**src/rtl/udp_line_sched_if.sv**
```systemverilog
// Trigger/strobe bundle between the line scheduler, the dual-camera line buffer and the UDP engine.
// The master side is the scheduler; the slave side is the surrounding datapath.
interface udp_line_sched_if #(
  parameter int unsigned V_ACT = 720
);
  localparam int unsigned ROW_W = (V_ACT > 1) ? $clog2(V_ACT) : 1;

  logic             enable;
  logic             connected;
  logic             frame_start;
  logic             tx_re;
  logic             lb_error;
  logic             lb_trig;
  logic             udp_trig;
  logic             cam_id;
  logic [ROW_W-1:0] row;
  logic             busy;
  logic             frame_done;
  logic             frame_skip;
  logic             abort;

  modport master (
    input  enable, connected, frame_start, tx_re, lb_error,
    output lb_trig, udp_trig, cam_id, row, busy, frame_done, frame_skip, abort
  );

  modport slave (
    output enable, connected, frame_start, tx_re, lb_error,
    input  lb_trig, udp_trig, cam_id, row, busy, frame_done, frame_skip, abort
  );
endinterface

```
**src/rtl/udp_line_sched.sv**
```systemverilog
// Per-line sequencer: for every row and camera, triggers a line-buffer load, waits the fill time,
// starts a UDP packet, counts payload read strobes and spaces packets by an inter-packet gap.
module udp_line_sched #(
  parameter int unsigned V_ACT       = 720,
  parameter int unsigned LINE_BYTES  = 1280,
  parameter int unsigned FILL_CYCLES = 1400,
  parameter int unsigned IPG_CYCLES  = 64,
  parameter int unsigned TIMEOUT     = 4096
) (
  input logic              clk,
  input logic              rstn,
  udp_line_sched_if.master bus
);
  localparam int unsigned ROW_W    = (V_ACT > 1) ? $clog2(V_ACT) : 1;
  localparam int unsigned WAIT_MAX = (FILL_CYCLES > IPG_CYCLES) ? FILL_CYCLES : IPG_CYCLES;
  localparam int unsigned WAIT_W   = $clog2(WAIT_MAX + 1);
  localparam int unsigned BYTE_W   = $clog2(LINE_BYTES + 1);
  localparam int unsigned TO_W     = $clog2(TIMEOUT + 1);

  typedef enum logic [2:0] {IDLE, ARM, FILL, TRIG, SEND, GAP} state_t;

  state_t            state, state_nx;
  logic [WAIT_W-1:0] wait_cnt, wait_cnt_nx;
  logic [BYTE_W-1:0] byte_cnt, byte_cnt_nx;
  logic [TO_W-1:0]   idle_cnt, idle_cnt_nx;
  logic [ROW_W-1:0]  row_q, row_nx;
  logic              cam_q, cam_nx;
  logic              stop_q, stop_nx;
  logic              stall;
  logic              frame_done_nx, frame_skip_nx, abort_nx;
  logic              lb_trig_q, udp_trig_q, busy_q, frame_done_q, frame_skip_q, abort_q;

  // Next-state and counter decode; abort overrides everything at the end.
  always_comb begin
    state_nx      = state;
    wait_cnt_nx   = wait_cnt;
    byte_cnt_nx   = byte_cnt;
    idle_cnt_nx   = idle_cnt;
    row_nx        = row_q;
    cam_nx        = cam_q;
    stop_nx       = stop_q;
    stall         = 1'b0;
    frame_done_nx = 1'b0;
    frame_skip_nx = 1'b0;
    abort_nx      = 1'b0;

    // enable dropping mid-frame is remembered so the current packet can drain first
    if (state != IDLE) begin
      frame_skip_nx = bus.frame_start;
      if (!bus.enable) stop_nx = 1'b1;
    end

    case (state)
      IDLE: begin
        if (bus.frame_start && bus.enable && bus.connected) begin
          state_nx = ARM;
          row_nx   = '0;
          cam_nx   = 1'b0;
        end
      end
      ARM: begin
        state_nx    = FILL;
        wait_cnt_nx = '0;
      end
      FILL: begin
        if (wait_cnt == WAIT_W'(FILL_CYCLES - 1)) begin
          state_nx    = TRIG;
          wait_cnt_nx = '0;
        end else begin
          wait_cnt_nx = wait_cnt + 1'b1;
        end
      end
      TRIG: begin
        state_nx    = SEND;
        byte_cnt_nx = '0;
        idle_cnt_nx = '0;
      end
      SEND: begin
        if (bus.tx_re) begin
          idle_cnt_nx = '0;
          if (byte_cnt == BYTE_W'(LINE_BYTES - 1)) begin
            state_nx    = GAP;
            byte_cnt_nx = '0;
            wait_cnt_nx = '0;
          end else begin
            byte_cnt_nx = byte_cnt + 1'b1;
          end
        end else if (idle_cnt == TO_W'(TIMEOUT - 1)) begin
          stall = 1'b1;
        end else begin
          idle_cnt_nx = idle_cnt + 1'b1;
        end
      end
      GAP: begin
        if (wait_cnt == WAIT_W'(IPG_CYCLES - 1)) begin
          wait_cnt_nx = '0;
          if (stop_nx) begin
            state_nx = IDLE;
          end else if (!cam_q) begin
            cam_nx   = 1'b1;
            state_nx = ARM;
          end else if (row_q < ROW_W'(V_ACT - 1)) begin
            cam_nx   = 1'b0;
            row_nx   = row_q + 1'b1;
            state_nx = ARM;
          end else begin
            frame_done_nx = 1'b1;
            state_nx      = IDLE;
          end
        end else begin
          wait_cnt_nx = wait_cnt + 1'b1;
        end
      end
      default: state_nx = IDLE;
    endcase

    if ((state != IDLE) && (!bus.connected || bus.lb_error || stall)) begin
      abort_nx      = 1'b1;
      frame_done_nx = 1'b0;
      state_nx      = IDLE;
      wait_cnt_nx   = '0;
      byte_cnt_nx   = '0;
      idle_cnt_nx   = '0;
    end

    // line index always restarts at (0,0) whenever the sequencer goes idle
    if (state_nx == IDLE) begin
      row_nx  = '0;
      cam_nx  = 1'b0;
      stop_nx = 1'b0;
    end
  end

  // State, counters and registered outputs.
  always_ff @(posedge clk or negedge rstn) begin
    if (!rstn) begin
      state        <= IDLE;
      wait_cnt     <= '0;
      byte_cnt     <= '0;
      idle_cnt     <= '0;
      row_q        <= '0;
      cam_q        <= 1'b0;
      stop_q       <= 1'b0;
      lb_trig_q    <= 1'b0;
      udp_trig_q   <= 1'b0;
      busy_q       <= 1'b0;
      frame_done_q <= 1'b0;
      frame_skip_q <= 1'b0;
      abort_q      <= 1'b0;
    end else begin
      state        <= state_nx;
      wait_cnt     <= wait_cnt_nx;
      byte_cnt     <= byte_cnt_nx;
      idle_cnt     <= idle_cnt_nx;
      row_q        <= row_nx;
      cam_q        <= cam_nx;
      stop_q       <= stop_nx;
      lb_trig_q    <= (state_nx == ARM);
      udp_trig_q   <= (state_nx == TRIG);
      busy_q       <= (state_nx != IDLE);
      frame_done_q <= frame_done_nx;
      frame_skip_q <= frame_skip_nx;
      abort_q      <= abort_nx;
    end
  end

  assign bus.lb_trig    = lb_trig_q;
  assign bus.udp_trig   = udp_trig_q;
  assign bus.cam_id     = cam_q;
  assign bus.row        = row_q;
  assign bus.busy       = busy_q;
  assign bus.frame_done = frame_done_q;
  assign bus.frame_skip = frame_skip_q;
  assign bus.abort      = abort_q;
endmodule

```
**src/flat_wrapper.sv**
```systemverilog
// flat-port wrapper written by rule: the top's interface ports become plain ports
module udp_line_sched_flat 
#(
  parameter int unsigned V_ACT       = 720,
  parameter int unsigned LINE_BYTES  = 1280,
  parameter int unsigned FILL_CYCLES = 1400,
  parameter int unsigned IPG_CYCLES  = 64,
  parameter int unsigned TIMEOUT     = 4096
)
  (clk, rstn, bus_enable, bus_connected, bus_frame_start, bus_tx_re, bus_lb_error, bus_lb_trig, bus_udp_trig, bus_cam_id, bus_row, bus_busy, bus_frame_done, bus_frame_skip, bus_abort);
  udp_line_sched_if #(.V_ACT(V_ACT)) bus_i ();
  input logic clk;
  input logic rstn;
  input wire logic [$bits(bus_i.enable)-1:0] bus_enable;
  input wire logic [$bits(bus_i.connected)-1:0] bus_connected;
  input wire logic [$bits(bus_i.frame_start)-1:0] bus_frame_start;
  input wire logic [$bits(bus_i.tx_re)-1:0] bus_tx_re;
  input wire logic [$bits(bus_i.lb_error)-1:0] bus_lb_error;
  output wire logic [$bits(bus_i.lb_trig)-1:0] bus_lb_trig;
  output wire logic [$bits(bus_i.udp_trig)-1:0] bus_udp_trig;
  output wire logic [$bits(bus_i.cam_id)-1:0] bus_cam_id;
  output wire logic [$bits(bus_i.row)-1:0] bus_row;
  output wire logic [$bits(bus_i.busy)-1:0] bus_busy;
  output wire logic [$bits(bus_i.frame_done)-1:0] bus_frame_done;
  output wire logic [$bits(bus_i.frame_skip)-1:0] bus_frame_skip;
  output wire logic [$bits(bus_i.abort)-1:0] bus_abort;
  assign bus_i.enable = bus_enable;
  assign bus_i.connected = bus_connected;
  assign bus_i.frame_start = bus_frame_start;
  assign bus_i.tx_re = bus_tx_re;
  assign bus_i.lb_error = bus_lb_error;
  assign bus_lb_trig = bus_i.lb_trig;
  assign bus_udp_trig = bus_i.udp_trig;
  assign bus_cam_id = bus_i.cam_id;
  assign bus_row = bus_i.row;
  assign bus_busy = bus_i.busy;
  assign bus_frame_done = bus_i.frame_done;
  assign bus_frame_skip = bus_i.frame_skip;
  assign bus_abort = bus_i.abort;
  udp_line_sched #(.V_ACT(V_ACT), .LINE_BYTES(LINE_BYTES), .FILL_CYCLES(FILL_CYCLES), .IPG_CYCLES(IPG_CYCLES), .TIMEOUT(TIMEOUT)) u_core (.clk(clk), .rstn(rstn), .bus(bus_i));
endmodule
```
**config.mk**
```make
export PLATFORM = sky130hd
export DESIGN_NAME = udp_line_sched_flat
export DESIGN_NICKNAME = d
export VERILOG_FILES = /design/src/rtl/udp_line_sched_if.sv /design/src/rtl/udp_line_sched.sv /design/src/flat_wrapper.sv
export SDC_FILE = /design/constraint.sdc
export NUM_CORES = 1
export LEC_CHECK = 0
export CAP_MARGIN = 40
export CORE_MARGIN = 1.5
export CORE_UTILIZATION = 53
export DETAILED_ROUTE_END_ITERATION = 10
export GPL_TIMING_DRIVEN = 0
export HOLD_SLACK_MARGIN = 0.08
export PLACE_DENSITY = 0.87
export RECOVER_POWER = 25
export SLEW_MARGIN = 20
export SYNTH_ARGS = -nofsm -noshare
export SYNTH_HDL_FRONTEND = slang
export SYNTH_SLANG_ARGS = --single-unit
```
**constraint.sdc**
```tcl
create_clock -name clk -period 2.13 [get_ports clk]
set_input_delay 0.5325 -clock clk [delete_from_list [all_inputs] [get_ports clk]]
set_output_delay 0.5325 -clock clk [all_outputs]
set_load 0.02 [all_outputs]
```
==> results by group <==
Outcome
  – Status: finished, violations left
  – Failing checks: negative setup slack

Route
  – DR top layer: met4
  – Wire length on met2: 4630 µm
  – Metal3 WL: between 600 and 700 µm
  – Post-DRT Antenna Nets: 0
  – Routed vias/inst: approximately 6.6
  – DR WL/cell: between 15 and 20 µm
  – Via Count: between 3000 and 4000
  – Wl on met1: around 3800 µm
  – DRC errors left: 0
  – DR iter-0 viols: around 470
  – Pre-antenna DRT Iters: 5
  – Final wirelength: 9400 µm

Logic synthesis
  – Async SR Flop Fraction: between 90% and 100%
  – Netlist cell types: 60
  – Number of flops mapped to enable cells by yosys: 0
  – Seq/Total Area, Yosys: 43.7%
  – Syn Inst Count: around 350
  – Yosys top cell area share: between 40 and 50%
  – Syn nets: around 360
  – Mean Syn Cell Area: between 9 and 10 µm²
  – Yosys warning total: 0
  – Post-synth top area cell: dfrtp_1
  – Post-synthesis register bit count: between 50 and 60
  – Largest cells by area after synthesis: dfrtp_1 (44%), nor2_1 (4.3%), o21ai_0 (4.1%)
  – Cell area after synthesis: between 3000 and 4000 µm²
  – Top_reg_cell synth: dfrtp_1

Floorplanning
  – Chip width: approximately 80 µm
  – Chip Height: 80.8 µm
  – Num ports: 24
  – Placement row count: 28
  – Die area: about 6500 µm²
  – Initial Util: 54.5%
  – Core area: a little under 6000 µm²

Finish
  – Finished Layout Cells: 481
  – Layout area overhead: 29.5%
  – Multi-input logic area: 1980 µm²
  – Layout filler cell count: between 300 and 400
  – Storage element area: 1410 µm²
  – Final net count: approximately 420
  – Most common cell after layout, fill and taps aside: dfrtp_1
  – # diodes: 0
  – Most frequent cells in the layout: dfrtp_1 (53), nor2_1 (36), buf_4 (33)
  – Share of layout cells above drive strength 1: between 20 and 30%

Setup path
  – CP bufs+invs: 2
  – Critical Path Max Stage Delay: approximately 0.4 ns
  – Setup Crit Path Kind: register to register
  – Slowest-stage cell, CP: dfrtp_1
  – Crit-path leading delay family: compound AO/OA/AOI/OAI gates
  – Max FO, Critical Path: 5
  – CP Data Required Time: between 2 and 2.5 ns
  – Worst path cell trace: ha_4, nand4_4, nor4b_4, buf_4, a211oi_4, a211o_1, buf_6, a21o_1, a22o_1
  – Crit start category: register
  – Crit path arrival time: between 2 and 2.5 ns
  – Worst Setup End Kind: register

Clocking
  – Clock Latency Late Sink: around 0.33 ns
  – CTS tree: built
  – Clock Sinks: 56
  – Post-CTS Hold Buffers: 0
  – CTS H-tree lvls: 2
  – CTS root buf: clkbuf_8
  – CTS Buf Count: 5
  – Reg clk slew, reported paths: about 0.10 ns
  – CTS max path bufs: 2

Timing
  – RSZ-0062 raised after global routing: true
  – Worst slew pin tran: around 1.4 ns
  – Final Hold Viols: 0
  – Setup TNS: -1.20 ns
  – Max frequency: between 0.4 and 0.5 GHz
  – Hold_ws: roughly 0.52 ns
  – Skew final: 0.0143 ns
  – Fin crit share: 106%
  – Setup WS post-layout: -0.118 ns
  – Tmin final: approximately 2.2 ns
  – Final Max Slew Viols: 0
  – Max_slew headroom: 7.22%
  – # setup viols final: 21

Power and ir drop
  – PwrDens: about 480 nW/µm²
  – Static leakage: 0.00179 µW
  – Worst VDD drop: just under 0.3 mV

Hold path
  – Worst Hold Class: primary input to asynchronous set/reset pin

GRT
  – GR Overflow Total: 0
  – First-pass GRT wire length: about 13000 µm
  – Tot GR Track Use: a little over a quarter
  – Pin count of the biggest net entering global routing: between 50 and 60
  – Initial antenna violation count: 0
  – Vias in the first global route: 2811

Placed design
  – Post-Place Cells: 443
  – Port bufs: 23
  – Gpl congestion: approximately 0.86
  – DP Wirelength: about 4800 µm

Job
  – Max-Cap Viols: 0
## layer usage
metal | global-route usage [%] | up-vias
li1 | - | 1395
met1 | 34.2 | 1572
met2 | 42.5 | 187
met3 | 4.72 | 40
met4 | 12.9 | 0
met5 | 0 | -
## Yosys cell counts (6+ instances only)
library cell,count
a21oi_1,22
a221o_1,9
and3_1,7
and3_2,8
dfrtp_1,56
inv_1,10
nand2_1,27
nand3_1,24
nor2_1,37
nor2b_1,6
nor3_1,10
o21ai_0,26
or3_1,9
xnor2_1,6
## layout make-up
class,instances,share of cell area [%]
clock inverters,2,0.392
well taps,75,2.26
flip-flops and latches,56,33.8
plain buffers,8,2.02
repair buffers,55,11.1
clock buffers,6,1.75
multi-input cells,269,47.8
inverters,10,0.904
## metrics by stage
stage / worst slack [ns] / power (µW) / util, % / cell area, µm²
after global placement: -1.35 / 1310 / 60.6 / 3570
after global routing: -0.184 / 2050 / 70.5 / 4150
after CTS: -0.00678 / 1920 / 67.1 / 3950
final: -0.118 / 1980 / 70.5 / 4150
after floorplan: -0.000922 / 1230 / - / 3240
after detailed placement: -0.961 / 1310 / 60.6 / 3570
## cells by family after synthesis
group                    Yosys count  share of synthesized area, %
buffers and inverters             21                          4.14
AO/OA/AOI/OAI                     91                          19.4
multiplexers                       2                         0.663
AND/OR/NAND/NOR                  165                          29.0
XOR/XNOR                           6                          1.64
adder cells (fa/ha/maj)            4                          1.56
flip-flops                        56                          43.7
## worst register-to-register path, cell delays in order, from the launching register on
cell and delay, ns:
dfrtp_1 0.41, ha_4 0.16, nand4_4 0.15, nor4b_4 0.40, buf_4 0.19, a211oi_4 0.05
a211o_1 0.30, buf_6 0.15, a21o_1 0.15, a22o_1 0.19
## worst paths after layout
path / start / end / slack, ns / cells after the start
max: u_core.idle_cnt[1]$_DFFE_PN0P_ / u_core.wait_cnt[4]$_DFFE_PN0P_ / -0.12 / 9
min: rstn / u_core.idle_cnt[3]$_DFFE_PN0P_ / 0.52 / 1
max reg2reg: u_core.idle_cnt[1]$_DFFE_PN0P_ / u_core.wait_cnt[4]$_DFFE_PN0P_ / -0.12 / 9
min reg2reg: u_core.byte_cnt[1]$_DFFE_PN0P_ / u_core.byte_cnt[1]$_DFFE_PN0P_ / 0.52 / 2
max in group asynchronous: rstn / u_core.bus.row[0]$_DFFE_PN0P_ / 0.67 / 1
min in group clk: u_core.byte_cnt[1]$_DFFE_PN0P_ / u_core.byte_cnt[1]$_DFFE_PN0P_ / 0.52 / 2
## where the power goes
group / switching [µW] / leakage (µW) / internal [µW] / total [µW]
registers: 11.1 / 0.000774 / 1080 / 1090
clock network: 371 / 0.0000414 / 235 / 606
logic: 171 / 0.000971 / 120 / 291
## flip-flops by register name, summed over array words and instances (netlist names)
register and cells:
u_core.bus.busy 1, u_core.bus.abort 1, u_core.wait_cnt 11, u_core.bus.lb_trig 1
u_core.stop_q 1, u_core.bus.cam_id 1, u_core.state 3, u_core.bus.frame_skip 1
u_core.bus.udp_trig 1, u_core.bus.row 10, u_core.byte_cnt 11, u_core.bus.frame_done 1
u_core.idle_cnt 13
## repair_timing
item,4_1_cts,5_1_grt
pin swaps,20,11
hold endpoints to repair,0,0
buffers inserted,22,10
gates cloned,2,0
resized for setup,34,40
setup endpoints to repair,45,42
(Power assumes the default switching activity.)
==> RTL edit: new RTL, config.mk and constraints unchanged <==
One comparison of `byte_cnt` changes from == to >=.
--- a/src/rtl/udp_line_sched.sv
+++ b/src/rtl/udp_line_sched.sv
@@ -78,7 +78,7 @@
       SEND: begin
         if (bus.tx_re) begin
           idle_cnt_nx = '0;
-          if (byte_cnt == BYTE_W'(LINE_BYTES - 1)) begin
+          if (byte_cnt >= BYTE_W'(LINE_BYTES - 1)) begin
             state_nx    = GAP;
             byte_cnt_nx = '0;
             wait_cnt_nx = '0;
Function: no difference found for any inputs over 10 cycles, from zero or initial values and one cycle with rstn low; that may be too few to reach the edited logic, so the function may still have changed.
==> RTL edit against the original RTL <==
The run still ends with negative setup slack left. Setup slack got worse by 130 ps. Sequential cell count did not move. Synthesized area shrank 5.3%. Count of clock-buffer cells in the layout is the same. Routed wire length is 0.96% lower. Hold slack worse by 15 ps. Power down 0.49%. Final area is 4.0% lower. Critical endpoint is now u_core.bus.row[1]. Critical path type unchanged.
==> RTL edit: results (changes against the original RTL) <==
[synth]
synth_area_leaders = dfrtp_1 (46%), nand2_1 (4.1%), and3_1 (3.5%)
ys_types = 49  ; -18%
synthTopCellsByCount = dfrtp_1 (56), nand2_1 (33), nor2_1 (26)
yosysSeqAreaShare_pct = 46.15  ; +2.4 points
synth_xor_area_share_pct = 2.884  ; +1.2 points

[run_status]
status = finished, violations left
violations = negative setup slack

[routing]
drt_wl_total_um = 9313  ; -0.96%
met1_length_um = 3642  ; -2.9%
wl_met2_um = 4459  ; -3.7%
vias_per_cell = 6.793  ; +2.3%
vias = 3125  ; -2.2%

[pwr]
vdd_drop_max_mv = 0.3485  ; +20%
p_clk_share_pct = 37.9  ; +7.4 points
p_clk_mw = 0.748  ; +23%

[timing]
post-route-worst-setup-slack_ps = -251.3  ; -133.5 ps
tns_ps = -3554  ; -2351 ps
slew_headroom_pct = 7.599  ; +0.38 points
setup_viol = 34  ; +62%
skew_ps = 13.20  ; -1.084 ps

[global_route]
met2_usage_pct = 42.76  ; +0.24 points
grtUsageMet1_pct = 31.55  ; -2.7 points
track_usage_pct = 25.20  ; -1.1 points
use_met3_pct = 4.598  ; -0.12 points
grt_pass1_wl_um = 12380  ; -6.1%

[finish]
drive_above_1_share_pct = 23.45  ; -5.1 points
clkCellAreaFrac_pct = 3.046  ; +0.91 points
fill_cells = 312  ; -15%
buffer_area_share_pct = 12.91  ; -0.17 points
final_core_util_pct = 72.35  ; +1.8 points
buffers = 62  ; -1.6%
fin_nets = 398  ; -4.3%
multi_input_gates = 257  ; -4.5%
inverters = 5  ; -5

[placement]
place_area_um2 = 3361  ; -5.8%
place_congestion = 0.8537  ; -1.2%
pre_cts_ws_ps = -945.4  ; +15.66 ps

[critical_path]
cpPeakStageDelay_ps = 430  ; +20 ps
crit_family = simple AND/OR/NAND/NOR gates

[RTL edit: cell types whose count changed after synthesis, moves of 8 or more]
| cell | delta |
|---|---|
| nand3_1 | -13 |
| and3_1 | +10 |
| and3_2 | -8 |
| nor2_1 | -11 |
| a31oi_1 | +15 |
| a221o_1 | -9 |
[RTL edit: worst paths after layout]
kind | slack (ps) | start | depth (start not counted) | endpoint
max in group asynchronous | 690 | rstn | 1 | u_core.state[0]
min reg2reg | 510 | u_core.stop_q | 1 | u_core.stop_q
min in group clk | 510 | u_core.stop_q | 1 | u_core.stop_q
min | 500 | rstn | 1 | u_core.byte_cnt[0]
max reg2reg | -250 | u_core.bus.row[0] | 8 | u_core.bus.row[1]
max | -250 | u_core.bus.row[0] | 8 | u_core.bus.row[1]
[RTL edit: repair_timing]
item / CTS / global route
gates resized for setup: 23 / 36
cloned: 2 / 1
endpoints found under the setup margin: 44 / 46
setup buffers: 16 / 18
hold buffers: 0 / 0
pin swaps: 9 / 14
hold endpoints to repair: 0 / 0
